==> src/rtl/lv_pkg.sv <==
// Shared types for the low-voltage die mode controller: state encoding, SPI
// mode request codes and the reg_mode_str bus seen by every mode consumer.
package lv_pkg;

    typedef enum logic [2:0] {
        RST_ST   = 3'd0,
        NML_ST   = 3'd1,
        CFG_ST   = 3'd2,
        BIST_ST  = 3'd3,
        FSISO_ST = 3'd4
    } lv_mode_st_e;

    localparam logic [2:0] MODE_NML    = 3'd0;
    localparam logic [2:0] MODE_CFG    = 3'd1;
    localparam logic [2:0] MODE_CFG_WR = 3'd2;
    localparam logic [2:0] MODE_BIST   = 3'd3;

    localparam int CFG_TMO  = 1024;
    localparam int BIST_TMO = 4096;
    localparam int TMO_W    = 13;

    typedef struct packed {
        logic efuse_done;
        logic adc2_en;
        logic adc1_en;
        logic fsiso_en;
        logic bist_en;
        logic cfg_en;
        logic normal_en;
        logic reset_en;
    } reg_mode_str;

    // Builds the one-hot mode group plus the sticky/independent bits.
    function automatic reg_mode_str mode_bits(lv_mode_st_e st, logic efuse, logic [1:0] adc);
        reg_mode_str r;
        r            = '0;
        r.efuse_done = efuse;
        r.adc2_en    = adc[1];
        r.adc1_en    = adc[0];
        r.reset_en   = (st == RST_ST);
        r.normal_en  = (st == NML_ST);
        r.cfg_en     = (st == CFG_ST);
        r.bist_en    = (st == BIST_ST);
        r.fsiso_en   = (st == FSISO_ST);
        return r;
    endfunction

endpackage

==> src/rtl/lv_tmo_cnt.sv <==
// Saturating up-counter with synchronous clear; hit flags count >= limit
// while counting is enabled.
module lv_tmo_cnt #(
    parameter int W = 13
) (
    input  logic         clk,
    input  logic         rst_n,
    input  logic         clr,
    input  logic         en,
    input  logic [W-1:0] limit,
    output logic         hit
);

    logic [W-1:0] cnt_q, cnt_d;

    always_comb begin
        cnt_d = cnt_q;
        if (clr)
            cnt_d = '0;
        else if (en && (cnt_q != {W{1'b1}}))
            cnt_d = cnt_q + 1'b1;
    end

    always_ff @(posedge clk or negedge rst_n) begin
        if (!rst_n)
            cnt_q <= '0;
        else
            cnt_q <= cnt_d;
    end

    // >= rather than == so a saturated count can never strand the FSM.
    assign hit = en && (cnt_q >= limit);

endmodule

==> src/rtl/lv_mode_fsm.sv <==
// Operating-mode controller: reset -> efuse load -> normal, SPI cfg/bist
// arbitration, fault/BIST-timeout isolation. Sole producer of reg_mode.
module lv_mode_fsm
    import lv_pkg::*;
(
    input  logic       clk,
    input  logic       rst_n,
    input  logic       efuse_ld_done,
    input  logic       mode_req_vld,
    input  logic [2:0] mode_req_code,
    input  logic [1:0] adc_en_wr,
    input  logic       bist_done,
    input  logic       fault,
    input  logic       fsiso_clr,
    output logic [7:0] reg_mode,
    output logic       mode_ack,
    output logic       mode_err,
    output logic       bist_tmo
);

    lv_mode_st_e state_q, state_d;
    reg_mode_str reg_mode_q, reg_mode_d;
    logic        ack_q, ack_d;
    logic        err_q, err_d;
    logic        bist_tmo_q, bist_tmo_d;
    logic        efuse_q, efuse_d;
    logic [1:0]  adc_q, adc_d;
    logic        restart;
    logic        tmo_hit;
    logic [TMO_W-1:0] tmo_limit;

    assign tmo_limit = (state_q == BIST_ST) ? TMO_W'(BIST_TMO - 1) : TMO_W'(CFG_TMO - 1);

    lv_tmo_cnt #(.W(TMO_W)) u_tmo (
        .clk   (clk),
        .rst_n (rst_n),
        .clr   ((state_d != state_q) || restart),
        .en    ((state_q == CFG_ST) || (state_q == BIST_ST)),
        .limit (tmo_limit),
        .hit   (tmo_hit)
    );

    always_comb begin
        state_d    = state_q;
        ack_d      = 1'b0;
        err_d      = 1'b0;
        bist_tmo_d = bist_tmo_q;
        efuse_d    = efuse_q;
        adc_d      = adc_q;
        restart    = 1'b0;

        if (fault && (state_q != RST_ST)) begin
            state_d = FSISO_ST;
            err_d   = mode_req_vld || (fsiso_clr && (state_q == FSISO_ST));
        end else begin
            case (state_q)
                RST_ST: begin
                    err_d = mode_req_vld;
                    if (efuse_ld_done) begin
                        state_d = NML_ST;
                        efuse_d = 1'b1;
                    end
                end
                NML_ST: begin
                    if (mode_req_vld) begin
                        if (mode_req_code == MODE_CFG) begin
                            state_d = CFG_ST;
                            ack_d   = 1'b1;
                        end else if (mode_req_code == MODE_BIST) begin
                            state_d = BIST_ST;
                            ack_d   = 1'b1;
                        end else begin
                            err_d   = 1'b1;
                        end
                    end
                end
                CFG_ST: begin
                    if (mode_req_vld && (mode_req_code == MODE_CFG_WR)) begin
                        adc_d   = adc_en_wr;
                        ack_d   = 1'b1;
                        restart = 1'b1;
                    end else if (mode_req_vld && (mode_req_code == MODE_NML)) begin
                        state_d = NML_ST;
                        ack_d   = 1'b1;
                    end else begin
                        err_d = mode_req_vld;
                        if (tmo_hit)
                            state_d = NML_ST;
                    end
                end
                BIST_ST: begin
                    err_d = mode_req_vld;
                    if (bist_done) begin
                        state_d = NML_ST;
                    end else if (tmo_hit) begin
                        state_d    = FSISO_ST;
                        bist_tmo_d = 1'b1;
                    end
                end
                FSISO_ST: begin
                    err_d = mode_req_vld;
                    if (fsiso_clr) begin
                        state_d = NML_ST;
                        ack_d   = 1'b1;
                    end
                end
                default: state_d = RST_ST;
            endcase
        end

        // ADC enables are only meaningful outside BIST and isolation.
        if ((state_d == BIST_ST) || (state_d == FSISO_ST))
            adc_d = 2'b00;

        reg_mode_d = mode_bits(state_d, efuse_d, adc_d);
    end

    always_ff @(posedge clk or negedge rst_n) begin
        if (!rst_n) begin
            state_q    <= RST_ST;
            reg_mode_q <= 8'h01;
            ack_q      <= 1'b0;
            err_q      <= 1'b0;
            bist_tmo_q <= 1'b0;
            efuse_q    <= 1'b0;
            adc_q      <= 2'b00;
        end else begin
            state_q    <= state_d;
            reg_mode_q <= reg_mode_d;
            ack_q      <= ack_d;
            err_q      <= err_d;
            bist_tmo_q <= bist_tmo_d;
            efuse_q    <= efuse_d;
            adc_q      <= adc_d;
        end
    end

    assign reg_mode = reg_mode_q;
    assign mode_ack = ack_q;
    assign mode_err = err_q;
    assign bist_tmo = bist_tmo_q;

endmodule

==> config.mk <==
export PLATFORM = sky130hd
export DESIGN_NAME = lv_mode_fsm
export DESIGN_NICKNAME = d
export VERILOG_FILES = /design/src/rtl/lv_pkg.sv /design/src/rtl/lv_tmo_cnt.sv /design/src/rtl/lv_mode_fsm.sv
export SDC_FILE = /design/constraint.sdc
export NUM_CORES = 1
export LEC_CHECK = 0
export BUFFER_PORTS_ARGS = -buffer_cell sky130_fd_sc_hd__buf_2
export CAP_MARGIN = 20
export CORE_MARGIN = 4
export CORE_UTILIZATION = 45
export CTS_BUF_LIST = sky130_fd_sc_hd__clkbuf_2 sky130_fd_sc_hd__clkbuf_4 sky130_fd_sc_hd__clkbuf_8
export DETAILED_ROUTE_END_ITERATION = 12
export GPL_TIMING_DRIVEN = 1
export PLACE_DENSITY_LB_ADDON = 0.3
export REMOVE_ABC_BUFFERS = 1
export SYNTH_ARGS = -nofsm -noshare
export SYNTH_HDL_FRONTEND = slang
export SYNTH_SLANG_ARGS = --single-unit
==> constraint.sdc <==
create_clock -name clk -period 3.35 [get_ports clk]
set_clock_uncertainty 0.15 [all_clocks]
set_input_delay 0.5025 -clock clk [delete_from_list [all_inputs] [get_ports clk]]
set_output_delay 0.5025 -clock clk [all_outputs]
set_load 0.02 [all_outputs]
# After elaboration in Yosys (flattened, before gate mapping)
# Index checks and enable logic that the tools add are counted.
# totals
register_bits	29
inputBits	12
output_inout_bits	11
word_cells	86
# op_classes
add_sub_neg	1
n_lt_le_gt_ge	1
eq_ne	13
n_mux	37
n_bitwise	2
n_reduce_logical	18
# op_table
cell	n
two-way mux 3 bit	11
two-way mux 13 bit	2
== test 3 x 2 -> 1 bit (second input constant)	6
two-way mux 1 bit	16
one-hot mux 3 bit (5 select lines)	1
adder 13 x 1 -> 13 bit (second input constant)	1
greater-or-equal comparator 13 x 12 -> 1 bit	1
!= test 13 bit (second input constant)	1
two-way mux 12 bit	1
== test 3 x 1 -> 1 bit (second input constant)	3
zero test 3 bit	3
two-way mux 2 bit	4
== test 3 bit (second input constant)	2
logical AND 1 bit	6
one-hot mux 1 bit (3 select lines)	2
logical OR 1 bit	4
AND reduction 4 bit	1
!= test 3 bit	1
AND reduction 3 bit	1
nonzero test 3 bit	1
OR reduction 3 bit	1
inverter 1 bit	2
nonzero test 2 bit	1

# Depth between registers and ports, before layout
# Gate-level depths: netlist of the first run.
# logic_depth
ltp_word	12
mapped_depth	10
ltp_nobuf	8

# Modules after synthesis
# A second synthesis of the first run with hierarchy kept.
# hier_totals
hier_cells	211
area_unflattened_um2	1884.3
# modules_own_cells
mod	instances	cells_per_inst	area_per_inst_um2	seq_area_each_um2
lv_tmo_cnt	1	119	1019.7	325.3
lv_mode_fsm	1	92	864.6	351.6

# Worst setup path after synthesis of the first run
# No wires, ideal clock.
# synth_path
path_kind	reg2reg
from	reg state_q[0]
to	reg u_tmo.cnt_q[1]
setup_time_ns	0.080
arrival_time_ns	2.542
t_required_ns	3.120
setup_slack_ns	0.577
path_stages_with_launch	10
path_buffers	2
period_less_slack_ns	2.773
path_cell_list	dfrtp_1 clkbuf_1 nand2_1 ha_1 a211oi_4 o2111ai_1 o41ai_2 o211ai_2 buf_6 nor3_2
# synth_between
elab_chain_len	12
word_cells_on_any_way	30
classes_between	order compare: 1; eq/ne: 5; mux: 16; reduce/logical: 8
# synth_rtl
item	line	rtl
start, declared	lv_mode_fsm.sv:21	lv_mode_st_e state_q, state_d;
start signal, assigned	lv_mode_fsm.sv:128	state_q <= state_d;
== test 3 x 2 -> 1 bit	lv_mode_fsm.sv:32, lv_mode_fsm.sv:38, lv_mode_fsm.sv:56	
two-way mux 12 bit	lv_mode_fsm.sv:32	assign tmo_limit = (state_q == BIST_ST) ? TMO_W'(BIST_TMO - 1) : TMO_W'(CFG_TMO - 1);
greater-or-equal comparator 13 x 12 -> 1 bit	lv_tmo_cnt.sv:32	assign hit = en && (cnt_q >= limit);
logical AND 1 bit	lv_tmo_cnt.sv:32	
two-way mux 3 bit	lv_mode_fsm.sv:87	if (tmo_hit)
two-way mux 3 bit	lv_mode_fsm.sv:82	end else if (mode_req_vld && (mode_req_code == MODE_NML)) begin
two-way mux 3 bit	lv_mode_fsm.sv:78	if (mode_req_vld && (mode_req_code == MODE_CFG_WR)) begin
one-hot mux 3 bit (5 select lines)	lv_mode_fsm.sv:56	case (state_q)
two-way mux 3 bit	lv_mode_fsm.sv:52	if (fault && (state_q != RST_ST)) begin
!= test 3 bit	lv_mode_fsm.sv:37	.clr ((state_d != state_q) || restart),
logical OR 1 bit	lv_mode_fsm.sv:37	
two-way mux 13 bit / nonzero test 2 bit (equally long branches)	n/a	
end signal, assigned	lv_tmo_cnt.sv:28	cnt_q <= cnt_d;
end, declared	lv_tmo_cnt.sv:14	logic [W-1:0] cnt_q, cnt_d;
# Parallel ways exist; a longest one is shown, timed or not.
# A chain may end at the register's enable or synchronous reset.

# Worst setup path in the final report of the first run
# layout_path
from	reg state_q[2]
to	reg u_tmo.cnt_q[10]
# The elaborated chain is that of the path after synthesis.

==> results.md, run 1 <==
* Setup Viol. Count Final at 0
* Cts repair resizes at 0
* Setup Fix Bufs, Post-CTS at 0
* Run status: finished clean
* Avg Cell Area, Syn at 9.97 µm²
* Count of final hold-check violations at 0
* CP bufs+invs at 0
* Initial Util at 47.9%
* Fin Setup TNS at 0 ns
* Post-DRT Antenna Nets at 0
* Die width at 71.1 µm
* CTS tree: built
* Fillers at 365
* Setup crit start kind: register
* Pleak at 0.819 nW
* Area delta synth->final at 11.3%
* WL per Instance at 16.8 µm
* Synth top area cells: dfrtp_1 (36%), nor3_2 (5.0%), xnor2_1 (4.4%)
* R2R depth at 8
* Most frequent cells in the layout: dfrtp_1 (26), buf_2 (22), nor3_1 (14)
* Final worst-path cycle share at 89.3%
* Cell Area, Synth at 0.00179 mm²
* Die area at 0.00506 mm²
* Number of global-route vias before repair at 1514
* Vias per cell at 6.09
* Post-synth top area share at 36.3%
* RR Startpoint: state_q[2]
* Largest net degree at the start of global routing at 28
* Mapped Cells at 180
* Rows at 22
* Worst-skew pair later-pin latency at 0.27 ns
* Die Ht at 71.1 µm
* Seq/Total Area, Yosys at 37.7%
* Clk buf depth at 2
* Clk sinks at 27
* Ys Warns at 0
* Nets at 219
* Initial antenna violation count at 0
* CTS Hold Buffers Added at 0
* Crit Reg-Reg Endpoint: u_tmo.cnt_q[10]
* WS Path Type: register to register
* N_diodes at 0
* Placed Instances at 247
* Final Wtd Congestion at 0.927
* Max incr delay on CP at 0.41 ns
* FFs w/ async S/R, synth at 100%
* Post-route DRC at 0
* Synth unique cells at 57
* Total number of vias at 1528
* H-tree depth at 1
* EDFF count, synth at 0
* Final Max Slew Viols at 0
* Number of buffers created by CTS at 3
* Post-DP HPWL at 3.12 mm
* Required @ worst endpoint at 3.39 ns
* Final Non-Filler Cells at 251
* Routed WL at 4.22 mm
* Core area at 0.00374 mm²
* CP Cell Sequence: nor2b_1, nand2_1, ha_1, a211oi_4, o2111ai_1, o41ai_2, o211ai_2, nor3_1
* Setup repair after global routing missed its margin: no
* Crit path capture type: register
* Pre-Repair DR Iteration Count at 4
* Worst path slowest cell: o211ai_2
* Pwr Density at 549 mW/mm²
* R2R setup slack at 0.36 ns
* Commonest non-fill, non-tap cell in the layout: dfrtp_1
* Least-Margin Pin Slew at 0.826 ns
* Max frequency at 334 MHz
* Final worst path period need at 2.99 ns
* CTS root buffer: clkbuf_8
* Clk pin slew, worst setup/hold paths at 0.10 ns
* Total grt overflow at 0
* Headroom to the max-slew limit at 44.8%
* DR iter-0 viols at 136
* Global-route wire length before repair at 7.25 mm
* Top delay family on crit path: compound AO/OA/AOI/OAI gates
* Post-synth top area cell: dfrtp_1
* Share of layout cells above drive strength 1 at 31.0%
* GR Util All Layers at 17.5%
* Crit Path Max Fanout at 13
* Max VDD drop at 0.369 mV
* Post-layout total power at 1.10 mW
* Ys flop type: dfrtp_1
* WP data arrival at 3.03 ns
* Yosys reg bits at 27
* I/O Buffers at 22
* Final core utilization at 53.3%
* Ports at 23
* HP Class: input port to async pin
* Max Cap Viol at 0
==> worst max path at each step <==
| stage | start | end | cells after the start |
|---|---|---|---|
| final | state_q[2] | u_tmo.cnt_q[10] | 8 |
| after global routing | state_q[2] | u_tmo.cnt_q[11] | 8 |
| after CTS | state_q[2] | u_tmo.cnt_q[10] | 8 |
| after detailed placement | state_q[2] | u_tmo.cnt_q[10] | 8 |
| after global placement | state_q[2] | u_tmo.cnt_q[0] | 8 |
| after floorplan | state_q[1] | u_tmo.cnt_q[0] | 8 |
==> synthesized netlist by cell type (2+ instances only) <==
cell type and count:
nor3_1 14, nor4_1 5, nand4_1 4, inv_1 6, o2111ai_1 2, a21oi_2 2
buf_2 2, and3_1 2, mux2i_1 4, dfrtp_1 26, nand3_1 8, ha_1 3
or2_2 3, nor3_2 9, a211oi_2 2, nor2_1 7, buf_6 2, o21ai_0 7
nand2_1 9, a21oi_1 6, nor2b_1 2, and2_1 3, clkbuf_1 3, nor3b_1 3
nand2b_1 4, o211ai_1 2, xnor2_1 9, a211o_1 2
==> routing by layer <==
metal	global-route usage (%)	vias up	share of wire, %
li1	-	723	-
met1	25.3	753	47
met2	28.0	48	48
met3	2.98	4	4.6
met4	2.92	0	0.69
met5	0	-	0
==> metrics by stage <==
step | worst slack [ns] | hold slack [ns] | area, µm²
after floorplan | 0.286 | 0.0569 | 1740
after global placement | 0.611 | 0.294 | 1950
after detailed placement | 0.422 | 0.298 | 1950
after CTS | 0.390 | 0.0970 | 2000
after global routing | 0.106 | 0.116 | 2000
final | 0.359 | 0.0775 | 2000
==> worst register-to-register path, delay by kind of cell (launching register included) <==
kind                       cells  cell delay (ns)
AOI/OAI and AO/OA              4             1.37
and+or+nand+nor                3             0.61
DFF                            1             0.40
adders and majority gates      1             0.38
==> sequential cells by signal (all words and copies together), names as in the netlist <==
signal,cells
adc_q,2
bist_tmo,1
efuse_q,1
mode_ack,1
mode_err,1
reg_mode,5
state_q,3
u_tmo.cnt_q,13
==> area by class of cell <==
class / instances / area [µm²] / share of cell area (%)
clock buffers: 3 / 41.3 / 2.07
clock inverters: 1 / 5.00 / 0.251
flip-flops and latches: 27 / 677 / 33.9
inverters: 6 / 22.5 / 1.13
well taps: 48 / 60.1 / 3.01
repair buffers: 27 / 148 / 7.39
multi-input cells: 139 / 1040 / 52.3
==> cell families (layout without fill, tap and decap cells) <==
group | Yosys count | in the layout | share of synthesized area, %
flip-flops | 27 | 27 | 37.7
buffers and inverters | 14 | 37 | 4.11
AO/OA/AOI/OAI | 39 | 39 | 19.0
multiplexers | 4 | 4 | 2.23
XOR/XNOR | 10 | 10 | 4.88
adder cells (fa/ha/maj) | 3 | 3 | 2.09
AND/OR/NAND/NOR | 83 | 83 | 29.9
==> report_power, final <==
part / switching, mW / internal [mW] / total (mW)
logic: 0.365 / 0.156 / 0.521
clock network: 0.108 / 0.0835 / 0.191
registers: 0.0143 / 0.369 / 0.384
total: 0.487 / 0.609 / 1.10
Power figures use the tool's default switching activity.
==> inputs of run 2 (changes only) <==
--- a/config.mk
+++ b/config.mk
@@ -8,7 +8,7 @@
 export BUFFER_PORTS_ARGS = -buffer_cell sky130_fd_sc_hd__buf_2
 export CAP_MARGIN = 20
 export CORE_MARGIN = 4
-export CORE_UTILIZATION = 45
+export CORE_UTILIZATION = 50
 export CTS_BUF_LIST = sky130_fd_sc_hd__clkbuf_2 sky130_fd_sc_hd__clkbuf_4 sky130_fd_sc_hd__clkbuf_8
 export DETAILED_ROUTE_END_ITERATION = 12
 export GPL_TIMING_DRIVEN = 1
==> results.md, run 2 (synthesis gave the netlist of run 1 again) <==
* Run status: finished clean
* WP data arrival at 3.24 ns (+0.21 ns)
* Setup repair after global routing missed its margin: no
* Setup Viol. Count Final at 0 (unchanged)
* Largest net degree at the start of global routing at 28 (unchanged)
* Max incr delay on CP at 0.60 ns (+0.19 ns)
* Met3 routed WL at 313 µm (+60%)
* Pre-Repair DR Iteration Count at 4 (unchanged)
* Share of layout cells above drive strength 1 at 30.5% (-0.49 points)
* Met2 wire len at 1.91 mm (-4.8%)
* CP Cell Sequence: nor2b_1, nand2_1, ha_1, a211oi_4, o2111ai_1, o41ai_2, o211ai_4, nor3_1
* Initial antenna violation count at 0 (unchanged)
* WL per Instance at 16.9 µm (+0.85%)
* Total number of vias at 1547 (+1.2%)
* I/O Buffers at 22 (unchanged)
* Fillers at 296 (-19%)
* Clk sinks at 27 (unchanged)
* DR top layer: met4
* Ports at 23 (unchanged)
* Setup crit start kind: register
* Final Max Slew Viols at 0 (unchanged)
* Number of global-route vias before repair at 1491 (-1.5%)
* Worst-skew pair later-pin latency at 0.35 ns (+0.08 ns)
* Post-DP HPWL at 3.13 mm (+0.29%)
* Commonest non-fill, non-tap cell in the layout: dfrtp_1
* DR iter-0 viols at 130 (-4.4%)
* Design Area, Final at 0.00199 mm² (-0.31%)
* Pre-CTS WS at 0.184 ns (-0.239 ns)
* WS Path Type: register to register
* Fin Setup TNS at 0 ns (unchanged)
* Post-route DRC at 0 (unchanged)
* Count of final hold-check violations at 0 (unchanged)
* Nets at 219 (unchanged)
* Most frequent cells in the layout: dfrtp_1 (26), buf_2 (22), nor3_1 (14)
* Placed Area at 0.00194 mm² (-0.51%)
* Required @ worst endpoint at 3.47 ns (+0.08 ns)
* N_diodes at 0 (unchanged)
* Max Cap Viol at 0 (unchanged)
* Final worst path period need at 3.12 ns (+0.126 ns)
* Min-delay src: bist_done
* Worst hold stages at 2
* RR Startpoint: state_q[1]
* End of the worst hold path: bist_tmo
* Routed WL at 4.22 mm (about the same)
* Die area at 0.00461 mm² (-8.9%)
* Vias per cell at 6.21 (+2.1%)
* Initial Util at 52.9% (+5.0 points)
* Crit path capture type: register
* Area delta synth->final at 10.9%
* R2R depth at 8 (unchanged)
* Largest register by flop count: u_tmo.cnt_q
* Final worst slack at 0.232 ns (-0.126 ns)
* Total grt overflow at 0 (unchanged)
* Final Wtd Congestion at 1.02 (+9.6%)
* Die Ht at 67.9 µm (-4.6%)
* Rows at 21 (-4.5%)
* R2R setup slack at 0.23 ns (-0.13 ns)
* GR Util All Layers at 20.7% (+3.2 points)
* Final core utilization at 58.7% (+5.4 points)
* Crit Path Max Fanout at 13 (unchanged)
* Core area at 0.00339 mm² (-9.5%)
* Clk buf depth at 2 (unchanged)
* CTS root buffer: clkbuf_4
* Global-route wire length before repair at 7.19 mm (-0.86%)
* Post-layout total power at 1.08 mW (-1.5%)
* Post-DRT Antenna Nets at 0 (unchanged)
* Clk pin slew, worst setup/hold paths at 0.17 ns (+0.07 ns)
* Worst path slowest cell: dfrtp_1
* Max frequency at 321 MHz (-4.0%)
* Die width at 67.9 µm (-4.6%)
* Least-Margin Pin Slew at 0.738 ns (-0.0877 ns)
* HP Class: input port to register
* Pwr Density at 542 mW/mm² (-1.2%)
* Pleak at 0.809 nW (-1.2%)
* Max FFs per register at 13 (unchanged)
* Crit Reg-Reg Endpoint: u_tmo.cnt_q[0]
* CTS tree: built
* Headroom to the max-slew limit at 50.8% (+6.0 points)
* Final worst-path cycle share at 93.1% (+3.8 points)
* Max VDD drop at 0.429 mV (+16%)
* H-tree depth at 1 (unchanged)
* DRT met1 WL at 1.91 mm (-3.7%)
* Number of buffers created by CTS at 3 (unchanged)
## run 2: cell types whose count changed in the layout (fill, tap and decap cells not counted), sizes merged
cell and change:
inv +1, buf -1, dlygate4sd3 +1, clkinv -1
## run 2: cell type report
class                   count  area [µm²]  share of cell area [%]
repair buffers             27         150                    7.54
inverters                   6        22.5                    1.13
well taps                  46        57.6                    2.89
clock inverters             1        8.76                   0.440
clock buffers               3        22.5                    1.13
multi-input cells         139        1050                    52.9
flip-flops and latches     27         677                    34.0
## run 2: stage by stage
stage | cells | hold WS (ns)
after detailed placement | 244 | 0.301
after global placement | 244 | 0.296
after global routing | 249 | 0.222
after CTS | 249 | 0.196
final | 249 | 0.207
after floorplan | 172 | 0.0569
## run 2: metal layers
layer	vias up	track usage [%]
met5	-	0
met4	0	8.19
met2	70	30.6
li1	722	-
met1	747	30.3
met3	8	3.12
## run 2: worst max-delay path by stage
stage,start,slack [ns],cells past startpoint,to
floorplan,state_q[1],0.29,8,u_tmo.cnt_q[0]
global placement,state_q[1],0.36,8,u_tmo.cnt_q[11]
detailed placement,state_q[1],0.18,8,u_tmo.cnt_q[0]
CTS,state_q[1],0.16,8,u_tmo.cnt_q[0]
global route,state_q[1],0.07,8,u_tmo.cnt_q[0]
finish,state_q[1],0.23,8,u_tmo.cnt_q[0]
## run 2: worst max-delay path, delay by kind of cell (launching register included)
kind | cells | cell delay [ns]
flops | 1 | 0.60
simple gates | 3 | 0.63
fa+ha+maj | 1 | 0.36
compound gates | 4 | 1.30
## run 2: power breakdown
group	internal [mW]	switching (mW)	total, mW	leakage [nW]
Clock	0.0490	0.112	0.161	0.0183
Combinational	0.163	0.363	0.526	0.437
Sequential	0.369	0.0227	0.392	0.354
## run 2: timing repair
item                                    4_1_cts  5_1_grt
endpoints found under the hold margin        13        0
hold buffers                                  1        0
endpoints found under the setup margin        0        5
buffers inserted                              0        0
resized for setup                             0        1
==> inputs of run 3 (changes only) <==
--- a/config.mk
+++ b/config.mk
@@ -5,12 +5,12 @@
 export SDC_FILE = /design/constraint.sdc
 export NUM_CORES = 1
 export LEC_CHECK = 0
-export BUFFER_PORTS_ARGS = -buffer_cell sky130_fd_sc_hd__buf_2
 export CAP_MARGIN = 20
 export CORE_MARGIN = 4
 export CORE_UTILIZATION = 50
 export CTS_BUF_LIST = sky130_fd_sc_hd__clkbuf_2 sky130_fd_sc_hd__clkbuf_4 sky130_fd_sc_hd__clkbuf_8
 export DETAILED_ROUTE_END_ITERATION = 12
+export DONT_BUFFER_PORTS = 1
 export GPL_TIMING_DRIVEN = 1
 export PLACE_DENSITY_LB_ADDON = 0.3
 export REMOVE_ABC_BUFFERS = 1
==> results.md, run 3 (synthesis gave the netlist of run 1 again) <==
* HP Class: input port to register
* Headroom to the max-slew limit at 45.3% (-5.5 points)
* Footprint of the multi-input gates at 0.00104 mm² (-0.83%)
* Required @ worst endpoint at 3.45 ns (-0.02 ns)
* Die Ht at 67.9 µm (unchanged)
* Final worst slack at 0.433 ns (+0.201 ns)
* Commonest non-fill, non-tap cell in the layout: dfrtp_1
* Number of buffers created by CTS at 3 (unchanged)
* Top delay family on crit path: compound AO/OA/AOI/OAI gates
* GR Util All Layers at 19.8% (-0.95 points)
* Pleak at 0.733 nW (-9.4%)
* Least-Margin Pin Slew at 0.818 ns (+0.0795 ns)
* End of the worst hold path: mode_ack
* Min-delay src: fault
* Crit Path Max Fanout at 13 (unchanged)
* Run status: finished clean
* Share of layout cells above drive strength 1 at 23.0% (-7.6 points)
* Ports at 23 (unchanged)
* R2R setup slack at 0.43 ns (+0.20 ns)
* Global-route wire length before repair at 6.89 mm (-4.1%)
* Die area at 0.00461 mm² (unchanged)
* Final Non-Filler Cells at 229 (-8.0%)
* Worst-skew pair later-pin latency at 0.33 ns (-0.02 ns)
* Area delta synth->final at 5.86%
* I/O Buffers at 0 (-100%)
* Pre-CTS WS at 0.436 ns (+0.252 ns)
* Post-DP HPWL at 3.12 mm (-0.11%)
* Worst hold stages at 1 (-1)
* Setup repair after global routing missed its margin: no
* DR iter-0 viols at 133 (+2.3%)
* Clk pin slew, worst setup/hold paths at 0.16 ns (about the same)
* Crit path capture type: register
* Initial antenna violation count at 0 (unchanged)
* Most frequent cells in the layout: dfrtp_1 (26), nor3_1 (14), nand2_1 (9), xnor2_1 (9), nor3_2 (9)
* Clk buf depth at 2 (unchanged)
* R2R depth at 8 (unchanged)
* Die width at 67.9 µm (unchanged)
* Placed Instances at 223 (-8.6%)
* N_diodes at 0 (unchanged)
* Routed WL at 4.11 mm (-2.6%)
* Post-route DRC at 0 (unchanged)
* CP Cell Sequence: nor2b_1, nand2_1, ha_1, a211oi_4, o2111ai_1, o41ai_2, o211ai_2, nor3_1
* Total number of vias at 1480 (-4.3%)
* Final Wtd Congestion at 0.860 (-15%)
* Fillers at 279 (-5.7%)
* Largest net degree at the start of global routing at 28 (unchanged)
* Core area at 0.00339 mm² (unchanged)
* Worst path slowest cell: dfrtp_1
* Max frequency at 343 MHz (+6.9%)
* Number of global-route vias before repair at 1477 (-0.94%)
* Setup Viol. Count Final at 0 (unchanged)
* Final core utilization at 56.0% (-2.7 points)
* Crit Reg-Reg Endpoint: u_tmo.cnt_q[10]
* Post-layout total power at 1.03 mW (-5.0%)
* Max VDD drop at 0.419 mV (-2.3%)
* Pwr Density at 540 mW/mm² (-0.39%)
* Max FFs per register at 13 (unchanged)
* FF/Latch Area at 677 µm² (unchanged)
* WL per Instance at 17.9 µm (+5.9%)
* Cts repair resizes at 0 (unchanged)
* WP data arrival at 3.02 ns (-0.22 ns)
* Max Cap Viol at 0 (unchanged)
* Clk sinks at 27 (unchanged)
* Nets at 199 (-9.1%)
* Max incr delay on CP at 0.41 ns (-0.19 ns)
* CP bufs+invs at 0 (unchanged)
* Final Max Slew Viols at 0 (unchanged)
* CTS Hold Buffers Added at 2 (+1)
* Post-DRT Antenna Nets at 0 (unchanged)
* Setup crit start kind: register
* Pre-Repair DR Iteration Count at 4 (unchanged)
* CP Launch Point: state_q[2]
* Setup Fix Bufs, Post-CTS at 0 (unchanged)
* Final worst path period need at 2.92 ns (-0.201 ns)
* Final worst-path cycle share at 87.1% (-6.0 points)
* H-tree depth at 1 (unchanged)
* CTS root buffer: clkbuf_4
* RR Startpoint: state_q[2]
* Initial Util at 52.9% (unchanged)
* Fin Setup TNS at 0 ns (unchanged)
* Rows at 21 (unchanged)
* Vias per cell at 6.46 (+4.0%)
* WS Path Type: register to register
* Total grt overflow at 0 (unchanged)
* CTS tree: built
* Count of final hold-check violations at 0 (unchanged)
* Largest register by flop count: u_tmo.cnt_q
-- run 3: layout make-up --
type / count / share of cell area (%)
flip-flops and latches: 27 / 35.6
clock inverters: 1 / 0.461
inverters: 6 / 1.19
repair buffers: 7 / 3.56
multi-input cells: 139 / 54.9
well taps: 46 / 3.03
clock buffers: 3 / 1.19
-- run 3: worst register-to-register path, delay by kind of cell (launching register included) --
family	cells	cell delay, ns
and+or+nand+nor	3	0.56
AOI/OAI and AO/OA	4	1.36
adders and majority gates	1	0.36
DFF	1	0.41
-- run 3: through the flow --
stage / hold WS [ns] / instance area, µm²
2_1_floorplan: 0.0569 / 1740
3_3_place_gp: 0.0577 / 1840
3_5_place_dp: 0.0578 / 1840
4_1_cts: 0.0644 / 1900
5_1_grt: 0.0599 / 1900
6_report: 0.0660 / 1900
-- run 3: routing by layer --
metal	routed length, µm	up-vias	track usage, %
met4	92	0	6.70
met5	0	-	0
li1	-	676	-
met2	1950	67	32.6
met1	1720	727	24.7
met3	347	10	5.91
-- run 3: worst max-delay path by stage --
stage / to / slack [ns] / cells past startpoint
floorplan: u_tmo.cnt_q[0] / 0.29 / 8
global placement: u_tmo.cnt_q[10] / 0.61 / 8
detailed placement: u_tmo.cnt_q[0] / 0.44 / 8
CTS: u_tmo.cnt_q[10] / 0.42 / 8
global route: u_tmo.cnt_q[10] / 0.17 / 8
finish: u_tmo.cnt_q[10] / 0.43 / 8
-- run 3: report_power, final --
group / total [mW] / leakage (nW) / switching (mW) / internal (mW)
clock network: 0.152 / 0.0183 / 0.103 / 0.0488
registers: 0.422 / 0.354 / 0.0516 / 0.370
logic: 0.452 / 0.361 / 0.314 / 0.138
total: 1.03 / 0.733 / 0.468 / 0.557
